[src/rtl/tc_uart_pkg.sv]
// Shared types and message ROM for the hello-world UART transmitter.
// Parity build option: UART_PARITY_EN.
package tc_uart_pkg;

  typedef enum logic [2:0] {
    IDLE,
    START,
    DATA,
    PARITY,
    STOP
  } uart_state_e;

  localparam int HELLO_MSG_LEN = 14;

  // Entry 0 is the first byte sent: "Hello World!\r\n"
  localparam logic [HELLO_MSG_LEN-1:0][7:0] HELLO_MSG = {
    8'h0A, 8'h0D, 8'h21, 8'h64, 8'h6C, 8'h72, 8'h6F,
    8'h57, 8'h20, 8'h6F, 8'h6C, 8'h6C, 8'h65, 8'h48
  };

endpackage

[src/rtl/uart_tx_byte.sv]
// One 8N1 byte frame serialiser with baud and bit counters.
// UART_PARITY_EN adds an even parity bit between DATA and STOP.
module uart_tx_byte
  import tc_uart_pkg::*;
#(
  parameter int CLKS_PER_BIT = 868
) (
  input  logic       clk,
  input  logic       rst,
  input  logic       load,
  input  logic [7:0] data,
  output logic       ready,
  output logic       tx
);

  localparam int CW = (CLKS_PER_BIT > 1) ? $clog2(CLKS_PER_BIT) : 1;
  localparam logic [CW-1:0] C_LAST = CW'(CLKS_PER_BIT - 1);

  uart_state_e r_state;
  uart_state_e w_state_n;
  logic [CW-1:0] r_cnt;
  logic [2:0]    r_bit;
  logic [7:0]    r_data;
  logic          w_tick;
  logic          w_cnt_clr;

  assign w_tick = (r_cnt == C_LAST);
  assign w_cnt_clr = w_tick
                   | (w_state_n != r_state)
                   | (r_state == IDLE);

  always_comb begin
    w_state_n = r_state;
    ready     = 1'b0;
    tx        = 1'b1;
    unique case (r_state)
      IDLE: begin
        ready = 1'b1;
        if (load) w_state_n = START;
      end
      START: begin
        tx = 1'b0;
        if (w_tick) w_state_n = DATA;
      end
      DATA: begin
        tx = r_data[r_bit];
        if (w_tick && r_bit == 3'd7) begin
`ifdef UART_PARITY_EN
          w_state_n = PARITY;
`else
          w_state_n = STOP;
`endif
        end
      end
`ifdef UART_PARITY_EN
      PARITY: begin
        tx = ^r_data;
        if (w_tick) w_state_n = STOP;
      end
`endif
      STOP: begin
        // Reloading on the final stop cycle keeps frames gapless
        ready = w_tick;
        if (w_tick) w_state_n = load ? START : IDLE;
      end
      default: w_state_n = IDLE;
    endcase
  end

  always_ff @(posedge clk) begin
    if (rst) begin
      r_state <= IDLE;
      r_cnt   <= '0;
      r_bit   <= 3'd0;
      r_data  <= 8'h00;
    end else begin
      r_state <= w_state_n;
      r_cnt   <= w_cnt_clr ? '0 : r_cnt + 1'b1;
      if (r_state == DATA && w_tick)
        r_bit <= r_bit + 3'd1;
      if (ready && load)
        r_data <= data;
    end
  end

endmodule

[src/rtl/hello_uart_tx.sv]
// Message sequencer: streams the hello ROM through uart_tx_byte.
// Parity build option: UART_PARITY_EN.
module hello_uart_tx
  import tc_uart_pkg::*;
#(
  parameter int CLKS_PER_BIT = 868
) (
  input  logic       clk,
  input  logic       rst,
  input  logic       start,
  output logic       busy,
  output logic       done,
  output logic       tx,
  output logic       byte_vld,
  output logic [7:0] byte_data
);

  localparam int IW = $clog2(HELLO_MSG_LEN);
  localparam logic [IW-1:0] I_LAST = IW'(HELLO_MSG_LEN - 1);

  logic [IW-1:0] r_idx;
  logic          r_busy;
  logic          r_done;
  logic          r_vld;
  logic [7:0]    r_data;

  logic          w_ready;
  logic          w_fin;
  logic          w_last;
  logic          w_accept;
  logic          w_load;
  logic [IW-1:0] w_idx_n;
  logic [7:0]    w_byte;

  assign w_fin    = r_busy & w_ready;
  assign w_last   = (r_idx == I_LAST);
  // A start landing on the final stop cycle chains a new message
  assign w_accept = start & (~r_busy | (w_fin & w_last));
  assign w_load   = w_accept | (w_fin & ~w_last);
  assign w_idx_n  = w_accept ? '0 : r_idx + 1'b1;
  assign w_byte   = HELLO_MSG[w_idx_n];

  uart_tx_byte #(
    .CLKS_PER_BIT(CLKS_PER_BIT)
  ) u_byte (
    .clk  (clk),
    .rst  (rst),
    .load (w_load),
    .data (w_byte),
    .ready(w_ready),
    .tx   (tx)
  );

  always_ff @(posedge clk) begin
    if (rst) begin
      r_idx  <= '0;
      r_busy <= 1'b0;
      r_done <= 1'b0;
      r_vld  <= 1'b0;
      r_data <= 8'h00;
    end else begin
      r_vld  <= w_load;
      r_done <= w_fin & w_last;
      if (w_load) begin
        r_idx  <= w_idx_n;
        r_data <= w_byte;
        r_busy <= 1'b1;
      end else if (w_fin && w_last) begin
        r_idx  <= '0;
        r_busy <= 1'b0;
      end
    end
  end

  assign busy      = r_busy;
  assign done      = r_done;
  assign byte_vld  = r_vld;
  assign byte_data = r_data;

endmodule
[config.mk]
export PLATFORM = sky130hd
export DESIGN_NAME = hello_uart_tx
export DESIGN_NICKNAME = d
export VERILOG_FILES = /design/src/rtl/tc_uart_pkg.sv /design/src/rtl/uart_tx_byte.sv /design/src/rtl/hello_uart_tx.sv
export SDC_FILE = /design/constraint.sdc
export NUM_CORES = 1
export LEC_CHECK = 0
export CORE_MARGIN = 5
export CORE_UTILIZATION = 38
export DETAILED_ROUTE_END_ITERATION = 10
export GPL_ROUTABILITY_DRIVEN = 0
export SLEW_MARGIN = 20
export SYNTH_ARGS = -nofsm -noshare
export SYNTH_HDL_FRONTEND = slang
export SYNTH_SLANG_ARGS = --single-unit
[constraint.sdc]
create_clock -name clk -period 2.5 [get_ports clk]
set_clock_uncertainty 0.15 [all_clocks]
set_input_delay 0.5 -clock clk [delete_from_list [all_inputs] [get_ports clk]]
set_output_delay 0.5 -clock clk [all_outputs]
set_load 0.03 [all_outputs]
### After elaboration in Yosys (flattened, before gate mapping)

Memories as Yosys holds them, arrays and structs flattened.
Cells that the tools add are included.

| word-level totals | value |
|---|---|
| bits in registers | 39 |
| bits in read-only memories | 128 |
| input bits | 3 |
| output and inout port bits | 12 |
| memories | 1 |

Memories:

| memory | depth | width | read ports | clocked after Yosys merged registers in | write ports | RTL line | source |
|---|---|---|---|---|---|---|---|
| (name not given) | 16 | 8 | 1 | 0 | 0 | hello_uart_tx.sv:41 | `assign w_byte = HELLO_MSG[w_idx_n];` |

| operators by class | value |
|---|---|
| $add $sub $neg | 3 |
| $lt $le $gt $ge | 2 |
| equality and inequality tests | 7 |
| mux-type cells | 16 |
| bitwise logic cells | 10 |
| reduce and logical (&&, ||, !) cells | 7 |

Operators by type and width:

| operator | count |
|---|---|
| 3-bit two-way mux | 4 |
| 4-bit two-way mux | 3 |
| 3-bit one-hot mux with 4 select lines | 1 |
| 10-bit by 1-bit adder with 10-bit output, second input constant | 1 |
| 10-bit equality test, second input constant | 1 |
| 8-bit two-way mux | 1 |
| 3-bit equality test, second input constant | 2 |
| 4-bit by 5-bit less-than comparator with 1-bit output, second input constant | 1 |
| 4-bit by 1-bit adder with 4-bit output, second input constant | 1 |
| 1-bit AND | 4 |
| 4-bit equality test, second input constant | 1 |
| 1-bit logical AND | 4 |
| 3-bit by 4-bit less-than comparator with 1-bit output, second input constant | 1 |
| 1-bit two-way mux | 4 |
| 1-bit OR | 4 |
| 1-bit one-hot mux with 2 select lines | 2 |
| 3-bit by 1-bit adder with 3-bit output, second input constant | 1 |
| 1-bit binary-select mux with 3-bit select | 1 |
| 3-bit by 1-bit equality test with 1-bit output, second input constant | 1 |
| 3-bit by 2-bit equality test with 1-bit output, second input constant | 1 |
| 3-bit logical NOT | 1 |
| 3-bit inequality test | 1 |
| 1-bit NOT | 2 |
| 2-bit nonzero test | 1 |
| 2-bit OR reduction | 1 |

### Depth between registers and ports, before layout

Gate-level depths: netlist of the first run.

| logic depth | value |
|---|---|
| depth in word-level cells | 14 |
| mapped depth | 14 |
| depth with buffers taken out | 13 |

### Modules after synthesis

From an unflattened synthesis of the first run, not the netlist that was laid out.

| unflattened totals | value |
|---|---|
| cell total of the unflattened synthesis | 268 |
| area total of the unflattened synthesis | 2311.0 um^2 |

Modules (own cells, without submodules):

| module | times used | cells an instance | area an instance (um^2) |
|---|---|---|---|
| uart_tx_byte | 1 | 124 | 1164.9 |
| hello_uart_tx | 1 | 144 | 1146.1 |

### Worst setup path after synthesis of the first run

No wires, ideal clock.

| timing | value |
|---|---|
| kind | reg-to-reg |
| from | register u_byte.r_cnt[0] |
| to | register u_byte.r_data[0] |
| data arrival time | 2423 ps |
| required time | 2213 ps |
| path slack | -209 ps |
| cell stages (with the launch flop) | 13 |
| cells stage by stage | dfxtp_1 > ha_1 > nor4b_4 > nand4_2 > a21o_1 > nand2b_1 > inv_1 > ha_1 > nand2b_1 > a21oi_1 > and3b_1 > o31ai_1 > a311oi_1 |

| between the ends | value |
|---|---|
| word-level cells in the longest chain between the ends | 9 |
| elaborated cells on any way between the ends | 12 |
| those cells by class | eq/ne (1); mux (3); bitwise (6); reduce/logical (1); memory (1) |

Ends and longest elaborated chain:

| element | RTL line | source |
|---|---|---|
| from (decl) | uart_tx_byte.sv:21 | `logic [CW-1:0] r_cnt;` |
| from (signal assigned) | uart_tx_byte.sv:78 | `r_cnt <= w_cnt_clr ? '0 : r_cnt + 1'b1;` |
| 10-bit equality test (*) | uart_tx_byte.sv:27 | `assign w_tick = (r_cnt == C_LAST);` |
| 1-bit one-hot mux with 2 select lines (*) | uart_tx_byte.sv:36 | `unique case (r_state)` |
| 1-bit AND | hello_uart_tx.sv:35 | `assign w_fin = r_busy & w_ready;` |
| 1-bit AND | hello_uart_tx.sv:38 | `assign w_accept = start & (~r_busy \| (w_fin & w_last));` |
| 1-bit OR | hello_uart_tx.sv:38 |  |
| 1-bit AND | hello_uart_tx.sv:38 |  |
| 4-bit two-way mux | hello_uart_tx.sv:40 | `assign w_idx_n = w_accept ? '0 : r_idx + 1'b1;` |
| memory read 16 x 8 bit | n/a |  |
| 8-bit two-way mux (implied by the code) | hello_uart_tx.sv:41 |  |
| to (signal assigned) | uart_tx_byte.sv:82 | `r_data <= data;` |
| to (decl) | uart_tx_byte.sv:23 | `logic [7:0] r_data;` |

Every way passes the cells marked *; elsewhere a longest branch is shown, timed or not. The select of a mux whose other input is x is not followed.
A chain may end at the register's enable or synchronous reset.

### Worst setup path after layout of the first run

| timing | value |
|---|---|
| from | register u_byte.r_cnt[0] |
| to | register u_byte.r_data[2] |

The elaborated chain is that of the path after synthesis.

==> results of run 1 <==
==> cells in the final DEF, fill, tap and decap left out, types with 3 or more instances in the layout <==
master / n
nor2b_1: 6
ha_1: 6
mux2i_1: 4
nor2_1: 30
clkbuf_8: 5
ha_4: 5
nand2_1: 15
o41ai_2: 4
xnor2_1: 3
a21oi_1: 15
xor2_1: 9
nand3b_1: 7
dfxtp_1: 33
clkdlybuf4s50_1: 12
o21ai_0: 3
dfxtp_2: 4
and3b_1: 3
a311oi_1: 4
o21ai_1: 4
and3_1: 3
buf_4: 53
nor3b_1: 3
o21a_1: 4
o31ai_1: 3
nor3_1: 5
a21oi_2: 4
a21o_1: 3
inv_1: 8
nand3_1: 7
==> metrics by stage <==
step	instance area, µm²	setup TNS, ns	hold WS [ns]
after global routing	3055	-0.8165	0.3398
after global placement	2746	-2.725	0.2939
final	3055	-0.1512	0.3011
after floorplan	2227	-0.009619	0.2773
after detailed placement	2746	-3.038	0.2994
after CTS	2917	-0.1327	0.3113
==> worst reg2reg max path: cells and delay by family (launching register included) <==
family,cells,cell delay (ns)
simple gates,5,0.72
buf+inv,1,0.16
fa+ha+maj,2,0.41
flops,1,0.36
compound gates,4,0.62
==> layer usage <==
metal / global-route usage (%) / wire, µm
met5: 0 / 0
met4: 3.885 / 41
met2: 23.23 / 2518
met1: 21.14 / 2643
met3: 3.301 / 176
==> flip-flops by register name, summed over array words and instances, names as in the netlist <==
| signal | count |
|---|---|
| busy | 1 |
| byte_data | 7 |
| byte_vld | 1 |
| done | 1 |
| r_idx | 4 |
| u_byte.r_bit | 3 |
| u_byte.r_cnt | 10 |
| u_byte.r_data | 7 |
| u_byte.r_state | 3 |
==> worst max path at each step <==
| stage | start | end | slack [ns] | cells past startpoint |
|---|---|---|---|---|
| 6_report | u_byte.r_cnt[0]$_SDFF_PP0_ | u_byte.r_data[2]$_SDFFE_PP0P_ | -0.06 | 12 |
| 5_1_grt | u_byte.r_cnt[0]$_SDFF_PP0_ | u_byte.r_data[2]$_SDFFE_PP0P_ | -0.18 | 12 |
| 4_1_cts | u_byte.r_cnt[0]$_SDFF_PP0_ | u_byte.r_data[0]$_SDFFE_PP0P_ | -0.03 | 12 |
| 3_5_place_dp | start | u_byte.r_data[0]$_SDFFE_PP0P_ | -0.31 | 11 |
| 3_3_place_gp | start | u_byte.r_data[0]$_SDFFE_PP0P_ | -0.27 | 11 |
| 2_1_floorplan | u_byte.r_cnt[1]$_SDFF_PP0_ | u_byte.r_data[0]$_SDFFE_PP0P_ | -0.01 | 12 |
==> logic make-up (layout without fill, tap and decap cells) <==
kind of cell	Yosys count	in the layout
multiplexers	5	5
adder cells (fa/ha/maj)	11	11
flip-flops	37	37
buffers and inverters	24	86
AND/OR/NAND/NOR	104	104
XOR/XNOR	12	12
other	1	1
AO/OA/AOI/OAI	61	61
==> timing repair <==
item / 4_1_cts / 5_1_grt
pin swaps: 7 / 13
endpoints found under the setup margin: 7 / 12
resized for setup: 10 / 30
setup buffers: 3 / 6
==> synthesized netlist by cell type (2+ instances only) <==
cell type	count	area share (%)
a311oi_1	4	1.6
nor2_1	31	5.4
and2_1	2	0.58
nor3b_1	3	1.0
nor3_2	2	0.93
xnor2_1	3	1.2
and3_1	4	1.2
nor3_1	5	1.2
nand4_1	2	0.58
o22ai_1	3	0.87
nand2b_1	3	0.87
mux2i_1	4	1.9
o31ai_1	4	1.4
o21a_1	4	1.4
clkbuf_1	8	1.4
inv_1	10	1.7
a21o_1	3	1.0
xor2_1	9	3.7
ha_1	11	6.4
nor2b_1	6	1.7
o41ai_2	4	3.0
nand3b_1	7	2.4
or3_1	2	0.58
o21ai_0	8	1.9
dfxtp_1	37	34
a21oi_1	19	4.4
a22oi_1	2	0.70
and3b_1	4	1.6
or2_2	2	0.58
buf_2	5	1.2
a31oi_1	2	0.58
nor4_1	3	0.87
nand3_1	8	1.9
nand2_1	16	2.8
o21bai_1	2	0.70
==> area by class of cell <==
cell class,instances,area share (%)
clock inverter,3,2.252
sequential,37,24.41
inverter,10,1.474
multi-input combinational,194,48.32
clock buffer,5,2.252
timing repair buffer,68,18.35
tap,72,2.948
==> power breakdown <==
part | total, mW | switching [mW] | internal (mW)
Sequential | 0.635 | 0.0170 | 0.618
Clock | 0.643 | 0.241 | 0.402
Combinational | 0.346 | 0.178 | 0.168
Total | 1.62 | 0.436 | 1.19
==> summary.txt, run 1 <==
Max Slew Vio Count: 0
number of library cell types mapped by synthesis: 48
worst skew pair latency: 0.29 ns
Initial Util: 39.10%
number of global-route vias before repair: 1823
Syn Nets: 269
pre-CTS worst setup slack: -0.3064 ns
die area: 7272 µm²
synthesized instance count: 255
FF-to-FF End: u_byte.r_data[2]$_SDFFE_PP0P_
synthesized area: 2153 µm²
Cell Count, Final, Fillers Out: 389
main combinational cell family by area after synthesis: simple AND/OR/NAND/NOR gates
CP Buf/Inv Count: 1
number of synthesis warnings: 0
crit path kind: reg -> reg
setup violators final: 4
leading register cell type out of synthesis: dfxtp_1
HP Class: reg -> reg
RSZ-0062 raised after global routing: yes
Max-Slew Margin vs Limit: 62.89%
number of nets in the layout: 330
# Max-Cap Violations: 0
TritonCTS clock tree: yes
GRT Resource Usage Total: 15.04%
CTS Buffer Depth: 2
vias per cell: 5.123
DP HPWL: 3903 µm
Post-Synth Simple-Gate Area: 26.79%
Slew @ Worst Pin: 0.5526 ns
largest net degree at the start of global routing: 34
clock root cell: clkbuf_8
Hold Path End: byte_data[6]$_SDFFE_PP0P_
mux cell area share after synthesis: 2.905%
Multi-input gate area: 1476 µm²
WL per Instance: 13.83 µm
crit path max fanout: 4
hold depth: 2
post-synthesis adder-cell area fraction: 6.392%
most frequent CP cell: ha_4
Port Buffers: 13
crit-path max cell delay: 0.36 ns
Critical R2R Launch: u_byte.r_cnt[0]$_SDFF_PP0_
leak pwr: 1.256 nW
post-synthesis compound-gate area fraction: 19.81%
worst min-delay path startpoint: byte_data[6]$_SDFFE_PP0P_
die width: 85.28 µm
antenna diode count: 0
Hold Buf Count CTS: 0
Layout area overhead: 41.89%
first-pass GRT wire length: 8769 µm
initial antenna violation count: 0
required time worst endpoint: 2.51 ns
status: finished with violations
placed cells: 373
Async S/R FF share, synth: 0%
EDFF count, synth: 0
DRT Wirelength: 5380 µm
Antenna Nets Post-Route: 0
Final Util: 55.49%
syn_area_per_cell: 8.444 µm²
Fin. Hold Viols: 0
Worst Setup Start Kind: flop
Clock Sinks: 37
power per cell area: 531.4 nW/µm²
I/O pin cnt: 15
DRT Pass-1 Iters: 4
Remaining DRCs: 0
number of DRC markers in iteration 0: 94
post-layout minimum cycle time: 2.561 ns
Die Y: 85.28 µm
H-tree lvl count: 2
total power: 1.624 mW
Final WS setup: -0.06129 ns
post-synthesis xor/xnor area fraction: 4.881%
vias: 1993
worst endpoint data arrival time: 2.57 ns
total grt overflow: 0
r2r setup slk: -0.06 ns
FF-to-FF path depth: 12
worst path cell trace: ha_4 -> nor4b_4 -> nand4_2 -> buf_6 -> a21oi_4 -> nor2_4 -> ha_4 -> nand2_2 -> a21oi_1 -> and3b_1 -> o31ai_1 -> a311oi_1
peak supply drop: 0.2694 mV
share of post-route cells with drive strength above 1: 33.44%
Crit-path slowest cell: dfxtp_2
Worst Setup End Kind: flop
Crit path max-delay family: simple AND/OR/NAND/NOR gates
Num CTS Buffers: 5
Peak Freq: 0.3904 GHz
register area share after synthesis: 34.40%
row count: 27
FILL cells: 472
fin crit share: 102.5%
failing checks: setup timing
post-synthesis register bit count: 37
clock transition at the registers of the reported paths: 0.08 ns
Core Region: 5507 µm²
Reg area: 745.7 µm²
Power figures use the tool's default switching activity.
==> inputs of run 2 (changes only) <==
SYNTH_HIERARCHICAL = 1   (was default)
==> run 2 against run 1 <==
The run still ends with setup timing left. Synthesized area grew 7.3%. Via count is 12% higher. Critical endpoint is now u_byte/r_data[4]$_SDFFE_PP0P_. First-iteration DRC count increased by 110%. Critical path depth up 2. Register-to-register slack worse by 0.73 ns. Worst setup slack got worse by 0.73 ns. Flip-flop and latch count increased by 1. Maximum frequency is 22% lower.
==> summary.txt, run 2 <==
status: finished with violations
failing checks: setup timing
clock transition at the registers of the reported paths: 0.08 ns (about the same)
H-tree lvl count: 2 (unchanged)
number of global-route vias before repair: 2210 (+21%)
Peak Freq: 0.3042 GHz (-22%)
syn_area_per_cell: 8.623 µm² (+2.1%)
total grt overflow: 0 (unchanged)
Final WS setup: -0.7875 ns (-0.7262 ns)
Final Util: 57.06% (+1.6 points)
vias: 2241 (+12%)
largest cells by area after synthesis: dfxtp_1 33%, ha_1 6.5%, nand2_1 5.0%
synthesized area: 2311 µm² (+7.3%)
Biggest register: u_byte/r_cnt
Crit path max-delay family: simple AND/OR/NAND/NOR gates
largest net degree at the start of global routing: 19 (-44%)
power per cell area: 504.9 nW/µm² (-5.0%)
Layout area overhead: 46.18%
share of post-route cells with drive strength above 1: 35.28% (+1.8 points)
GRT Resource Usage Total: 17.39% (+2.3 points)
most frequent cell after synthesis: dfxtp_1
fin crit share: 131.5% (+29 points)
initial antenna violation count: 0 (unchanged)
crit-path max cell delay: 0.47 ns (+0.11 ns)
die area: 7741 µm² (+6.5%)
post-layout minimum cycle time: 3.288 ns (+0.7262 ns)
antenna diode count: 0 (unchanged)
vias per cell: 5.361 (+4.6%)
CP Buf/Inv Count: 1 (unchanged)
post-synthesis register bit count: 38 (+2.7%)
row count: 28 (+3.7%)
max reg flops: 10 (unchanged)
leading register cell type out of synthesis: dfxtp_1
# Max-Cap Violations: 0 (unchanged)
die width: 87.99 µm (+3.2%)
synthesized instance count: 268 (+5.1%)
most frequent cells in the layout: 56 x buf_4, 35 x dfxtp_1, 29 x nand2_1
Antenna Nets Post-Route: 0 (unchanged)
Fin. Hold Viols: 0 (unchanged)
Worst Setup End Kind: flop
DP HPWL: 4496 µm (+15%)
number of DRC markers in iteration 0: 197 (+110%)
CTS Buffer Depth: 2 (unchanged)
leak pwr: 1.374 nW (+9.4%)
DRT Pass-1 Iters: 4 (unchanged)
number of library cell types mapped by synthesis: 62 (+29%)
most frequent CP cell: ha_4
Clock Sinks: 38 (+2.7%)
setup violators final: 18 (+14)
Worst Setup Start Kind: flop
Remaining DRCs: 0 (unchanged)
Yosys top cell area share: 32.92% (-1.5 points)
worst path cell trace: ha_4 -> or4b_4 -> o31ai_4 -> and2_4 -> nand4_1 -> a21oi_4 -> or2_4 -> buf_6 -> ha_4 -> nand2_2 -> mux2_4 -> a221oi_4 -> nand2_1 -> mux2i_1
crit path launch: u_byte/r_cnt[1]$_SDFF_PP0_
WL per Instance: 15.26 µm (+10%)
TritonCTS clock tree: yes
area leader, netlist: dfxtp_1
Max-Slew Margin vs Limit: 64.68% (+1.8 points)
worst skew pair latency: 0.29 ns (about the same)
clock root cell: clkbuf_8
most common cell after layout, fill and taps aside: buf_4
total power: 1.706 mW (+5.1%)
Num CTS Buffers: 5 (unchanged)
number of nets in the layout: 357 (+8.2%)
RSZ-0062 raised after global routing: yes
peak supply drop: 0.3177 mV (+18%)
crit path max fanout: 3 (-1)
number of synthesis warnings: 6 (+6)
Async S/R FF share, synth: 0% (unchanged)
Max Slew Vio Count: 0 (unchanged)
first-pass GRT wire length: 10600 µm (+21%)
required time worst endpoint: 2.58 ns (+0.07 ns)
worst min-delay path startpoint: u_byte/r_data[6]$_SDFFE_PP0P_
Port Buffers: 13 (unchanged)
Die Y: 87.99 µm (+3.2%)
I/O pin cnt: 15 (unchanged)
Slew @ Worst Pin: 0.5261 ns (-0.02653 ns)
Initial Util: 39.03% (-0.073 points)
Crit-path slowest cell: or4b_4
DRT Wirelength: 6377 µm (+19%)
crit path kind: reg -> reg
Critical R2R Launch: u_byte/r_cnt[1]$_SDFF_PP0_
Commonest cells post-synth: 38 x dfxtp_1, 31 x nand2_1, 23 x nor2_1
register area share after synthesis: 32.92% (-1.5 points)
Core Region: 5921 µm² (+7.5%)
EDFF count, synth: 0 (unchanged)
HP Class: reg -> reg
worst endpoint data arrival time: 3.37 ns (+0.80 ns)
[run 2: stage by stage]
| step | std cells | hold WS (ns) | area [µm²] | setup slack (ns) | setup TNS [ns] |
|---|---|---|---|---|---|
| after global placement | 401 | 0.2921 | 3025 | -0.8759 | -10.14 |
| after global routing | 418 | 0.3214 | 3378 | -0.9381 | -12.06 |
| after floorplan | 269 | 0.2703 | 2425 | -0.8347 | -9.055 |
| after detailed placement | 401 | 0.3012 | 3025 | -0.9265 | -10.54 |
| final | 418 | 0.3129 | 3378 | -0.7875 | -10.03 |
| after CTS | 416 | 0.3141 | 3284 | -0.7656 | -9.442 |
[run 2: routing by layer]
metal  track usage [%]  wire length, µm  vias to the layer above
met5                 0                0                        -
met4             5.439               86                        0
met3             3.387              372                        6
met2             26.51             2849                       67
met1             24.69             3068                     1060
li1                  -                -                     1108
[run 2: repair_timing]
item | 4_1_cts | 5_1_grt
hold buffers | 0 | 0
setup endpoints to repair | 19 | 18
gates resized for setup | 23 | 16
gates cloned | 0 | 0
pin swaps | 15 | 8
setup buffers | 7 | 4
[run 2: worst reg2reg max path, delay by kind of cell, from the launching register on]
| kind | cells | cell delay [ns] |
|---|---|---|
| compound gates | 3 | 0.74 |
| fa+ha+maj | 2 | 0.26 |
| buf+inv | 1 | 0.13 |
| flops | 1 | 0.36 |
| mux | 2 | 0.41 |
| simple gates | 6 | 1.19 |
[run 2: worst paths after layout]
check	endpoint	cells past startpoint	slack (ns)
setup reg to reg	u_byte/r_data[4]$_SDFFE_PP0P_	14	-0.79
hold / removal	u_byte/r_data[6]$_SDFFE_PP0P_	2	0.31
hold reg to reg	u_byte/r_data[6]$_SDFFE_PP0P_	2	0.31
setup / recovery	u_byte/r_data[4]$_SDFFE_PP0P_	14	-0.79
[run 2: logic make-up after synthesis]
logic type | synth area share [%]
buf+inv | 5.467
fa+ha+maj | 6.497
other cells | 0.1623
flops | 32.92
simple gates | 23.07
xor+xnor | 4.548
mux | 6.984
compound gates | 20.36
[run 2: cell type report]
type	instances	area, µm²
well taps	75	93.84
repair buffers	79	685.7
flip-flops and latches	38	764.5
multi-input cells	203	1667
fillers	511	2542
inverters	15	61.31
clock buffers	7	76.32
clock inverters	1	30.03
[run 2: power breakdown]
part           internal [mW]  total [mW]  switching (mW)  leakage, nW
logic                  0.267       0.536           0.268         1.01
registers              0.639       0.660          0.0204        0.311
clock network          0.299       0.510           0.212       0.0524
